<file path="src/rtl/seq_pkg.sv">
// Shared definitions for the serial sequence transmitter and the bit-serial detectors.
// Holds the transmitter state encoding and the reference 1011 pattern.
package seq_pkg;

    typedef enum logic [1:0] {
        IDLE  = 2'd0,
        SHIFT = 2'd1,
        PAR   = 2'd2,
        GAP   = 2'd3
    } seq_tx_state_t;

    localparam logic [3:0] SEQ_PAT_1011 = 4'b1011;
    localparam int         SEQ_PAT_LEN  = 4;

    // GAP_CYCLES is bounded to 0..15, so the dwell counter never needs more than 4 bits.
    localparam int         SEQ_GAP_W    = 4;

endpackage

</file>
<file path="src/rtl/seq_tx_gap_cnt.sv">
// Loadable down-counter for the inter-word idle dwell.
// tc_o flags the final dwell cycle (count of one).
module seq_tx_gap_cnt
    import seq_pkg::*;
#(
    parameter int W = SEQ_GAP_W
) (
    input  logic         clk,
    input  logic         reset_n,
    input  logic         load_i,
    input  logic [W-1:0] load_val_i,
    input  logic         en_i,
    output logic         tc_o
);

    logic [W-1:0] cnt_q;

    always_ff @(posedge clk or negedge reset_n) begin
        if (!reset_n) begin
            cnt_q <= '0;
        end else if (load_i) begin
            cnt_q <= load_val_i;
        end else if (en_i && (cnt_q != '0)) begin
            cnt_q <= cnt_q - 1'b1;
        end
    end

    assign tc_o = (cnt_q == W'(1));

endmodule

</file>
<file path="src/rtl/seq_tx_serializer.sv">
// MSB-first serial word transmitter with per-word length and an optional idle gap.
// Define SEQ_TX_PARITY_EN to append an even-parity bit after each word.
module seq_tx_serializer
    import seq_pkg::*;
#(
    parameter int WIDTH      = 8,
    parameter int LEN_W      = $clog2(WIDTH + 1),
    parameter int GAP_CYCLES = 0
) (
    input  logic             clk,
    input  logic             reset_n,
    input  logic             in_valid,
    output logic             in_ready,
    input  logic [WIDTH-1:0] in_data,
    input  logic [LEN_W-1:0] in_len,
    output logic             out_bit,
    output logic             out_valid,
    output logic             out_last,
    output logic             busy
);

    // state | meaning
    // IDLE  | waiting for a word, in_ready high
    // SHIFT | one data bit per cycle, MSB of the length field first
    // PAR   | single even-parity bit (parity build only)
    // GAP   | out_valid low for GAP_CYCLES cycles

    localparam logic [LEN_W-1:0]     WIDTH_L = LEN_W'(WIDTH);
    localparam logic [SEQ_GAP_W-1:0] GAP_LD  = SEQ_GAP_W'(GAP_CYCLES);
    localparam bit                   GAP_EN  = (GAP_CYCLES > 0);
`ifdef SEQ_TX_PARITY_EN
    localparam bit                   PAR_EN  = 1'b1;
`else
    localparam bit                   PAR_EN  = 1'b0;
`endif

    seq_tx_state_t    state_q;
    logic [WIDTH-1:0] sh_q;
    logic [LEN_W-1:0] cnt_q;
    logic             out_bit_q;
    logic             out_valid_q;
    logic             out_last_q;
`ifdef SEQ_TX_PARITY_EN
    logic             par_q;
`endif

    logic [LEN_W-1:0] eff_len;
    logic [WIDTH-1:0] aligned;
    logic             gap_load;
    logic             gap_tc;

    always_comb begin
        eff_len = ((in_len == '0) || (in_len > WIDTH_L)) ? WIDTH_L : in_len;
        aligned = in_data << (WIDTH_L - eff_len);
    end

`ifdef SEQ_TX_PARITY_EN
    assign gap_load = (state_q == PAR);
`else
    assign gap_load = (state_q == SHIFT) && (cnt_q == LEN_W'(1));
`endif

    seq_tx_gap_cnt #(.W(SEQ_GAP_W)) u_gap_cnt (
        .clk        (clk),
        .reset_n    (reset_n),
        .load_i     (gap_load),
        .load_val_i (GAP_LD),
        .en_i       (state_q == GAP),
        .tc_o       (gap_tc)
    );

    // The first bit is registered on the accepting edge; sh_q then holds only the
    // bits still to come and cnt_q counts the bit on the wire plus those remaining.
    always_ff @(posedge clk or negedge reset_n) begin
        if (!reset_n) begin
            state_q     <= IDLE;
            sh_q        <= '0;
            cnt_q       <= '0;
            out_bit_q   <= 1'b0;
            out_valid_q <= 1'b0;
            out_last_q  <= 1'b0;
`ifdef SEQ_TX_PARITY_EN
            par_q       <= 1'b0;
`endif
        end else begin
            case (state_q)
                IDLE: begin
                    if (in_valid) begin
                        state_q     <= SHIFT;
                        sh_q        <= aligned << 1;
                        cnt_q       <= eff_len;
                        out_bit_q   <= aligned[WIDTH-1];
                        out_valid_q <= 1'b1;
                        out_last_q  <= !PAR_EN && (eff_len == LEN_W'(1));
`ifdef SEQ_TX_PARITY_EN
                        par_q       <= aligned[WIDTH-1];
`endif
                    end
                end
                SHIFT: begin
                    if (cnt_q > LEN_W'(1)) begin
                        sh_q       <= sh_q << 1;
                        cnt_q      <= cnt_q - 1'b1;
                        out_bit_q  <= sh_q[WIDTH-1];
                        out_last_q <= !PAR_EN && (cnt_q == LEN_W'(2));
`ifdef SEQ_TX_PARITY_EN
                        par_q      <= par_q ^ sh_q[WIDTH-1];
`endif
                    end else begin
                        cnt_q <= '0;
`ifdef SEQ_TX_PARITY_EN
                        state_q     <= PAR;
                        out_bit_q   <= par_q;
                        out_valid_q <= 1'b1;
                        out_last_q  <= 1'b1;
`else
                        state_q     <= GAP_EN ? GAP : IDLE;
                        out_bit_q   <= 1'b0;
                        out_valid_q <= 1'b0;
                        out_last_q  <= 1'b0;
`endif
                    end
                end
                PAR: begin
                    state_q     <= GAP_EN ? GAP : IDLE;
                    out_bit_q   <= 1'b0;
                    out_valid_q <= 1'b0;
                    out_last_q  <= 1'b0;
                end
                GAP: begin
                    if (gap_tc) begin
                        state_q <= IDLE;
                    end
                end
                default: begin
                    state_q <= IDLE;
                end
            endcase
        end
    end

    assign in_ready  = (state_q == IDLE);
    assign busy      = (state_q != IDLE);
    assign out_bit   = out_bit_q;
    assign out_valid = out_valid_q;
    assign out_last  = out_last_q;

endmodule

</file>
<file path="config.mk">
export PLATFORM = sky130hd
export DESIGN_NAME = seq_tx_serializer
export DESIGN_NICKNAME = d
export VERILOG_FILES = /design/src/rtl/seq_pkg.sv /design/src/rtl/seq_tx_gap_cnt.sv /design/src/rtl/seq_tx_serializer.sv
export SDC_FILE = /design/constraint.sdc
export NUM_CORES = 1
export LEC_CHECK = 0
export ABC_AREA = 1
export ABC_CLOCK_PERIOD_IN_PS = 1300
export BUFFER_PORTS_ARGS = -buffer_cell sky130_fd_sc_hd__clkbuf_2
export CAP_MARGIN = 15
export CORE_ASPECT_RATIO = 1.75
export CORE_MARGIN = 2
export CORE_UTILIZATION = 50
export CTS_CLUSTER_DIAMETER = 30
export DETAILED_ROUTE_END_ITERATION = 10
export GPL_TIMING_DRIVEN = 0
export PLACE_DENSITY = 0.84
export SYNTH_ARGS = -nofsm -noshare
export SYNTH_HDL_FRONTEND = slang
export SYNTH_SLANG_ARGS = --single-unit
</file>
<file path="constraint.sdc">
create_clock -name clk -period 1.3 [get_ports clk]
set_input_delay 0.065 -clock clk [delete_from_list [all_inputs] [get_ports clk]]
set_output_delay 0.065 -clock clk [all_outputs]
set_load 0.05 [all_outputs]
</file>
## Word-level counts from Yosys, hierarchy flattened

Cells that the tools add are included.

| storage, ports and cells | value |
|---|---|
| register bits after elaboration | 21 |
| word-level logic and storage cells | 61 |

| cells by class | value |
|---|---|
| add/sub/neg operators | 3 |
| magnitude comparators | 2 |
| eq/ne operators | 11 |
| shift-type cells | 1 |
| muxes and demuxes | 22 |
| reduce and logical (&&, ||, !) cells | 15 |

Operators with widths:

| kind | count |
|---|---|
| two-way mux 4 bit | 5 |
| two-way mux 8 bit | 2 |
| case mux 8 bit (2 select lines) | 1 |
| equality test 4 x 1 -> 1 bit, second input constant | 3 |
| case mux 1 bit (3 select lines) | 3 |
| AND reduction 3 bit | 3 |
| case mux 2 bit (4 select lines) | 1 |
| case mux 4 bit (2 select lines) | 1 |
| left shift 8 x 4 -> 8 bit | 1 |
| subtractor 4 x 1 -> 4 bit, second input constant | 2 |
| two-way mux 1 bit | 6 |
| two-way mux 2 bit | 3 |
| != test 2 bit, second input constant | 3 |
| nonzero test 2 bit | 3 |
| equality test 2 bit, second input constant | 2 |
| equality test 4 x 2 -> 1 bit, second input constant | 1 |
| greater-than comparator 4 x 1 -> 1 bit, second input constant | 1 |
| greater-than comparator 4 bit, second input constant | 1 |
| zero test 4 bit | 1 |
| AND reduction 2 bit | 2 |
| nonzero test 4 bit | 1 |
| subtractor 4 bit, first input constant | 1 |
| nonzero test 3 bit | 1 |
| equality test 2 x 1 -> 1 bit, second input constant | 1 |
| other kinds (4) | 5 |

## Depth between registers and ports, before layout

| depth | value |
|---|---|
| depth in word-level cells | 7 |
| depth in mapped cells | 12 |
| mapped depth without buffers | 11 |

## Least setup slack after synthesis

No wires, ideal clock.

| path | value |
|---|---|
| path kind | register -> register |
| start | reg state_q[0] |
| end | reg sh_q[7] |
| library setup time | 0.113 ns |
| data arrival time | 1.524 ns |
| path slack | -0.337 ns |
| cell stages (with the launch flop) | 7 |
| path buffers | 0 |
| clock period less this slack | 1.637 ns |
| cells stage by stage | dfrtp_1 -> inv_2 -> nand2_1 -> nand2_4 -> or2_1 -> nand2_1 -> inv_1 |

| between the ends | value |
|---|---|
| word-level cells in the longest chain between the ends | 3 |
| elaborated cells between the ends (all ways) | 7 |
| classes of those cells | eq/ne (3); mux (1); reduce/logical (3) |

Ends and longest elaborated chain:

| element | line | text |
|---|---|---|
| start, declared | seq_tx_serializer.sv:37 | `seq_tx_state_t state_q;` |
| start signal, assigned | seq_tx_serializer.sv:117 | `state_q <= GAP_EN ? GAP : IDLE;` |
| start signal, assigned | seq_tx_serializer.sv:125 | `state_q <= GAP_EN ? GAP : IDLE;` |
| zero test 2 bit (*) | -- |  |
| named net in_ready | seq_tx_serializer.sv:13 | `output logic in_ready,` |
| != test 2 bit (no line) / nonzero test 2 bit (equally long branches) | -- |  |
| AND reduction 3 bit (no line) | -- |  |
| end signal, assigned | seq_tx_serializer.sv:90 | `sh_q <= aligned << 1;` |
| end signal, assigned | seq_tx_serializer.sv:102 | `sh_q <= sh_q << 1;` |
| end, declared | seq_tx_serializer.sv:38 | `logic [WIDTH-1:0] sh_q;` |

Mark *: on every way through the listed nets, which the timed path passes. The rest lies on a longest branch.
A chain may end at the register's enable or synchronous reset.

## Final worst setup path

| path | value |
|---|---|
| start | reg cnt_q[0] |
| end | reg sh_q[7] |

| between the ends | value |
|---|---|
| word-level cells in the longest chain between the ends | 3 |

Ends and longest elaborated chain:

| element | line | text |
|---|---|---|
| start, declared | seq_tx_serializer.sv:39 | `logic [LEN_W-1:0] cnt_q;` |
| start signal, assigned | seq_tx_serializer.sv:91 | `cnt_q <= eff_len;` |
| start signal, assigned | seq_tx_serializer.sv:103 | `cnt_q <= cnt_q - 1'b1;` |
| greater-than comparator 4 x 1 -> 1 bit | seq_tx_serializer.sv:101 | `if (cnt_q > LEN_W'(1)) begin` |
| != test 2 x 1 -> 1 bit (no line) | -- |  |
| AND reduction 3 bit (no line) | -- |  |

Every way passes these cells.

==> flow_results.xml <==
<?xml version="1.0" encoding="UTF-8"?>
<metrics>
  <group name="pwr">
    <metric name="int_power" unit="mW">2.13</metric>
    <metric name="power_frac_seq" unit="%">20.9</metric>
    <metric name="netSwitchingPower" unit="mW">1.97</metric>
    <metric name="combinational_group_share_of_total_power" unit="%">68.5</metric>
    <metric name="power.density_cell_area" unit="nW/um^2">2430</metric>
    <metric name="ir_worst_vdd" unit="mV">0.920</metric>
    <metric name="sw_frac_of_total" unit="%">48.0</metric>
    <metric name="totalPowerFinal" unit="mW">4.10</metric>
    <metric name="leakagePower" unit="nW">0.873</metric>
    <metric name="p_clk_share" unit="%">10.6</metric>
  </group>
  <group name="detailed_routing">
    <metric name="wl_met3" unit="um">154</metric>
    <metric name="drt_wl_total" unit="mm">3.47</metric>
    <metric name="drt_iter0_drc" unit="">55</metric>
    <metric name="number_of_antenna_violating_nets_in_the_routed_design" unit="">0</metric>
    <metric name="top_layer_used" unit="">met4</metric>
    <metric name="detailroute.wirelength.met2" unit="mm">1.84</metric>
    <metric name="drt-met1-wl" unit="mm">1.35</metric>
    <metric name="routed_wire_length_per_instance" unit="um">14.5</metric>
    <metric name="detail_route.first_pass.iterations" unit="">4</metric>
    <metric name="dr_total_vias" unit="">1331</metric>
    <metric name="post-route-drc-count" unit="">0</metric>
    <metric name="vias_per_cell" unit="">5.57</metric>
  </group>
  <group name="synthesis">
    <metric name="mappedNetlistArea" unit="sq um">1160</metric>
    <metric name="postSynth.topFlopCell" unit="">sky130_fd_sc_hd__dfrtp_1</metric>
    <metric name="yosys.area.top_type" unit="">sky130_fd_sc_hd__dfrtp_1</metric>
    <metric name="synth_xor_area_share" unit="%">0</metric>
    <metric name="synth_top_family_by_area" unit="">simple AND/OR/NAND/NOR gates</metric>
    <metric name="synth.area.mux_share" unit="%">0</metric>
    <metric name="synth_compound_area_share" unit="%">8.84</metric>
    <metric name="synth-edff-count" unit="">0</metric>
    <metric name="yosys_register_bits" unit="">14</metric>
    <metric name="netlist_top_cells_area" unit="">sky130_fd_sc_hd__dfrtp_1, sky130_fd_sc_hd__nand2_1, sky130_fd_sc_hd__nand3_1</metric>
    <metric name="avgSynthCellArea" unit="sq um">6.95</metric>
    <metric name="ys_warn_count" unit="">0</metric>
    <metric name="synth.most_common_cell" unit="">sky130_fd_sc_hd__nand2_1</metric>
    <metric name="share_of_async_settable_or_async_resettable_flops_after_synthesis" unit="%">100</metric>
    <metric name="yosys.area_share.simple" unit="%">44.4</metric>
    <metric name="synth_common_cells" unit="">sky130_fd_sc_hd__nand2_1, sky130_fd_sc_hd__nand3_1, sky130_fd_sc_hd__inv_1, sky130_fd_sc_hd__dfrtp_1, sky130_fd_sc_hd__nor2_1</metric>
    <metric name="adder_cell_area_share_of_the_yosys_netlist" unit="%">5.39</metric>
    <metric name="synth_cells" unit="">167</metric>
    <metric name="postSynthNetCount" unit="">187</metric>
    <metric name="synthDistinctLibCells" unit="">26</metric>
    <metric name="yosysTopAreaCellShare" unit="%">30.2</metric>
    <metric name="ys_seq_area_share" unit="%">30.2</metric>
  </group>
  <group name="timing">
    <metric name="worst_hold_slack" unit="ns">0.170</metric>
    <metric name="slew_violations" unit="">0</metric>
    <metric name="post-route-worst-setup-slack" unit="ns">-0.174</metric>
    <metric name="max_slew.worst_pin.slew" unit="ns">0.369</metric>
    <metric name="setup_viol_count_final" unit="">13</metric>
    <metric name="max_freq" unit="MHz">679</metric>
    <metric name="rsz0062_at_grt" unit="">yes</metric>
    <metric name="finalClockSkew" unit="ns">0.00246</metric>
    <metric name="finalSetupTns" unit="ns">-1.33</metric>
    <metric name="finalHoldViolCount" unit="">0</metric>
    <metric name="timing.final.crit_share" unit="%">113</metric>
    <metric name="max_slew_margin" unit="%">75.4</metric>
    <metric name="period_needed" unit="ns">1.47</metric>
  </group>
  <group name="hold_path">
    <metric name="holdCritStartpoint" unit="">in_data[0]</metric>
    <metric name="worst_hold_path_type" unit="">input pin to flip-flop</metric>
  </group>
  <group name="critical_path">
    <metric name="crit_type" unit="">flip-flop to flip-flop</metric>
    <metric name="critical_path.cell_chain" unit="">inv_2, ha_4, inv_4, nand2_4, nand2_4, nand2_4, nand2_4, or2_1, nand2_1, inv_1</metric>
    <metric name="critical-path-max-stage-delay" unit="ns">0.41</metric>
    <metric name="crit_fanout" unit="">6</metric>
    <metric name="cp-start-kind" unit="">flip-flop</metric>
    <metric name="critPathMostFrequentCell" unit="">sky130_fd_sc_hd__nand2_4</metric>
    <metric name="cp.arrival" unit="ns">1.62</metric>
    <metric name="worst_r2r_startpoint" unit="">cnt_q[0]$_DFFE_PN0P_</metric>
    <metric name="timing.critical_path.max_delay_family" unit="">simple AND/OR/NAND/NOR gates</metric>
    <metric name="worst-path-buf-inv" unit="">3</metric>
    <metric name="critical_path_endpoint_category" unit="">flip-flop</metric>
    <metric name="timing.critical_path.slowest_stage_cell" unit="">sky130_fd_sc_hd__dfrtp_1</metric>
    <metric name="required" unit="ns">1.45</metric>
    <metric name="critPathLaunch" unit="">cnt_q[0]$_DFFE_PN0P_</metric>
  </group>
  <group name="run_status">
    <metric name="outcome" unit="">complete, but fails checks</metric>
    <metric name="violations_in_the_final_reports" unit="">negative setup slack</metric>
  </group>
  <group name="floorplanning">
    <metric name="floorplan.io_pins" unit="">20</metric>
    <metric name="dieWidth" unit="um">40.4</metric>
    <metric name="die_h" unit="um">67.7</metric>
    <metric name="rows" unit="">23</metric>
    <metric name="core_area" unit="sq um">2240</metric>
    <metric name="initial_utilization" unit="%">51.7</metric>
    <metric name="dieArea" unit="sq um">2740</metric>
  </group>
  <group name="cts">
    <metric name="clock_sinks" unit="">14</metric>
    <metric name="cts_tree" unit="">built</metric>
    <metric name="max-clock-path-buffers" unit="">2</metric>
    <metric name="path_clk_slew" unit="ns">0.06</metric>
    <metric name="clock_tree.root_cell" unit="">sky130_fd_sc_hd__clkbuf_8</metric>
    <metric name="clkLatencyLatePin" unit="ns">0.25</metric>
    <metric name="h-tree-depth" unit="">1</metric>
    <metric name="tritoncts.num_buffers" unit="">3</metric>
  </group>
  <group name="place">
    <metric name="gp_routability_congestion" unit="">0.889</metric>
    <metric name="dpl_worst_slack" unit="ns">-0.282</metric>
    <metric name="numPortBuffers" unit="">19</metric>
    <metric name="detailed_place_hpwl" unit="mm">2.18</metric>
  </group>
  <group name="global_route">
    <metric name="grt_remaining_overflow" unit="">0</metric>
    <metric name="grt_pass1_vias" unit="">1141</metric>
    <metric name="antenna_found_initial" unit="">0</metric>
    <metric name="grt_start_max_net_pins" unit="">15</metric>
    <metric name="groute.usage.overall" unit="%">25.5</metric>
    <metric name="first_pass_grt_wire_length" unit="mm">4.88</metric>
  </group>
  <group name="cells_and_area">
    <metric name="antenna-diode-count" unit="">0</metric>
    <metric name="syn_to_final_growth" unit="%">45.3</metric>
    <metric name="final_nets" unit="">235</metric>
    <metric name="num-fill-cells" unit="">164</metric>
    <metric name="layout-drive-gt1-share" unit="%">46.3</metric>
  </group>
  <group name="run">
    <metric name="max_cap_viol_count" unit="">0</metric>
  </group>
</metrics>
[power by group through the flow]
stage | Clock, mW | Combinational [mW] | Sequential [mW]
after floorplan | 0 | 1.34 | 0.961
after global routing | 0.463 | 2.99 | 0.876
final | 0.436 | 2.81 | 0.856
after global placement | 0 | 1.79 | 0.819
after CTS | 0.441 | 2.28 | 0.830
after detailed placement | 0 | 1.86 | 0.834
[worst register-to-register path, delay by kind of cell (launching register included)]
family,cells,cell delay [ns]
adders and majority gates,1,0.15
buffers and inverters,3,0.17
DFF,1,0.41
and+or+nand+nor,6,0.62
[flip-flops by register name, summed over array words and instances, names as in the netlist]
signal	cells
out_last	1
state_q	1
cnt_q	4
sh_q	7
out_bit	1
[cells by family after synthesis]
kind of cell | count (synthesis)
AND/OR/NAND/NOR | 104
buffers and inverters | 27
AO/OA/AOI/OAI | 17
flip-flops | 14
adder cells (fa/ha/maj) | 5
[cell type report]
type / instances / area [sq um] / area share, %
buffer: 4 / 56.3 / 3.34
clock buffer: 4 / 55.1 / 3.26
tap: 25 / 31.3 / 1.85
multi-input combinational: 126 / 791 / 46.9
sequential: 14 / 354 / 21.0
inverter: 23 / 110 / 6.53
timing repair buffer: 43 / 289 / 17.1
[final timing paths]
| path | to | slack, ns | cells past startpoint |
|---|---|---|---|
| max | sh_q[7]$_DFFE_PN0P_ | -0.17 | 10 |
| min | sh_q[1]$_DFFE_PN0P_ | 0.17 | 3 |
| max reg2reg | sh_q[7]$_DFFE_PN0P_ | -0.17 | 10 |
| min reg2reg | sh_q[6]$_DFFE_PN0P_ | 0.49 | 2 |
| max in group asynchronous | state_q[0]$_DFFE_PN0P_ | 0.74 | 2 |
| min in group asynchronous | cnt_q[1]$_DFFE_PN0P_ | 0.26 | 2 |
[cells in the final DEF (no fill, tap or decap), types with 2 or more instances in the layout]
| cell type | synthesis | routed |
|---|---|---|
| sky130_fd_sc_hd__buf_6 | 2 | 3 |
| sky130_fd_sc_hd__inv_2 | 4 | 4 |
| sky130_fd_sc_hd__a21oi_1 | 5 | 3 |
| sky130_fd_sc_hd__inv_4 | 0 | 3 |
| sky130_fd_sc_hd__or2_1 | 2 | 2 |
| sky130_fd_sc_hd__ha_2 | 0 | 2 |
| sky130_fd_sc_hd__nand3_1 | 29 | 26 |
| sky130_fd_sc_hd__buf_4 | 1 | 21 |
| sky130_fd_sc_hd__dfrtp_1 | 14 | 13 |
| sky130_fd_sc_hd__nand2_4 | 4 | 7 |
| sky130_fd_sc_hd__nor2_2 | 3 | 4 |
| sky130_fd_sc_hd__ha_1 | 5 | 2 |
| sky130_fd_sc_hd__nor2_1 | 9 | 6 |
| sky130_fd_sc_hd__nand2_1 | 45 | 41 |
| sky130_fd_sc_hd__a21oi_2 | 1 | 3 |
| sky130_fd_sc_hd__o22ai_2 | 0 | 3 |
| sky130_fd_sc_hd__nand3_2 | 2 | 5 |
| sky130_fd_sc_hd__nor2_4 | 2 | 4 |
| sky130_fd_sc_hd__clkbuf_2 | 0 | 19 |
| sky130_fd_sc_hd__nand2_2 | 5 | 6 |
| sky130_fd_sc_hd__inv_1 | 19 | 13 |
| sky130_fd_sc_hd__clkbuf_8 | 1 | 5 |
[through the flow]
| stage | cell area (sq um) | std cells | utilization, % |
|---|---|---|---|
| after floorplan | 1210 | 167 | - |
| after global placement | 1330 | 211 | 59.4 |
| after detailed placement | 1330 | 211 | 59.4 |
| after CTS | 1510 | 226 | 67.3 |
| after global routing | 1690 | 239 | 75.1 |
| final | 1690 | 239 | 75.1 |
[repair_timing]
action,CTS,global route
setup buffers,10,14
setup endpoints to repair,13,14
gates resized for setup,11,23
pin swaps,4,7
hold buffers,1,0
hold endpoints to repair,14,0
[layer usage]
layer	vias to the layer above	track usage [%]
met2	52	44.8
met4	0	12.9
li1	636	-
met5	-	0
met1	630	28.3
met3	13	1.97
(Power assumes the default switching activity.)
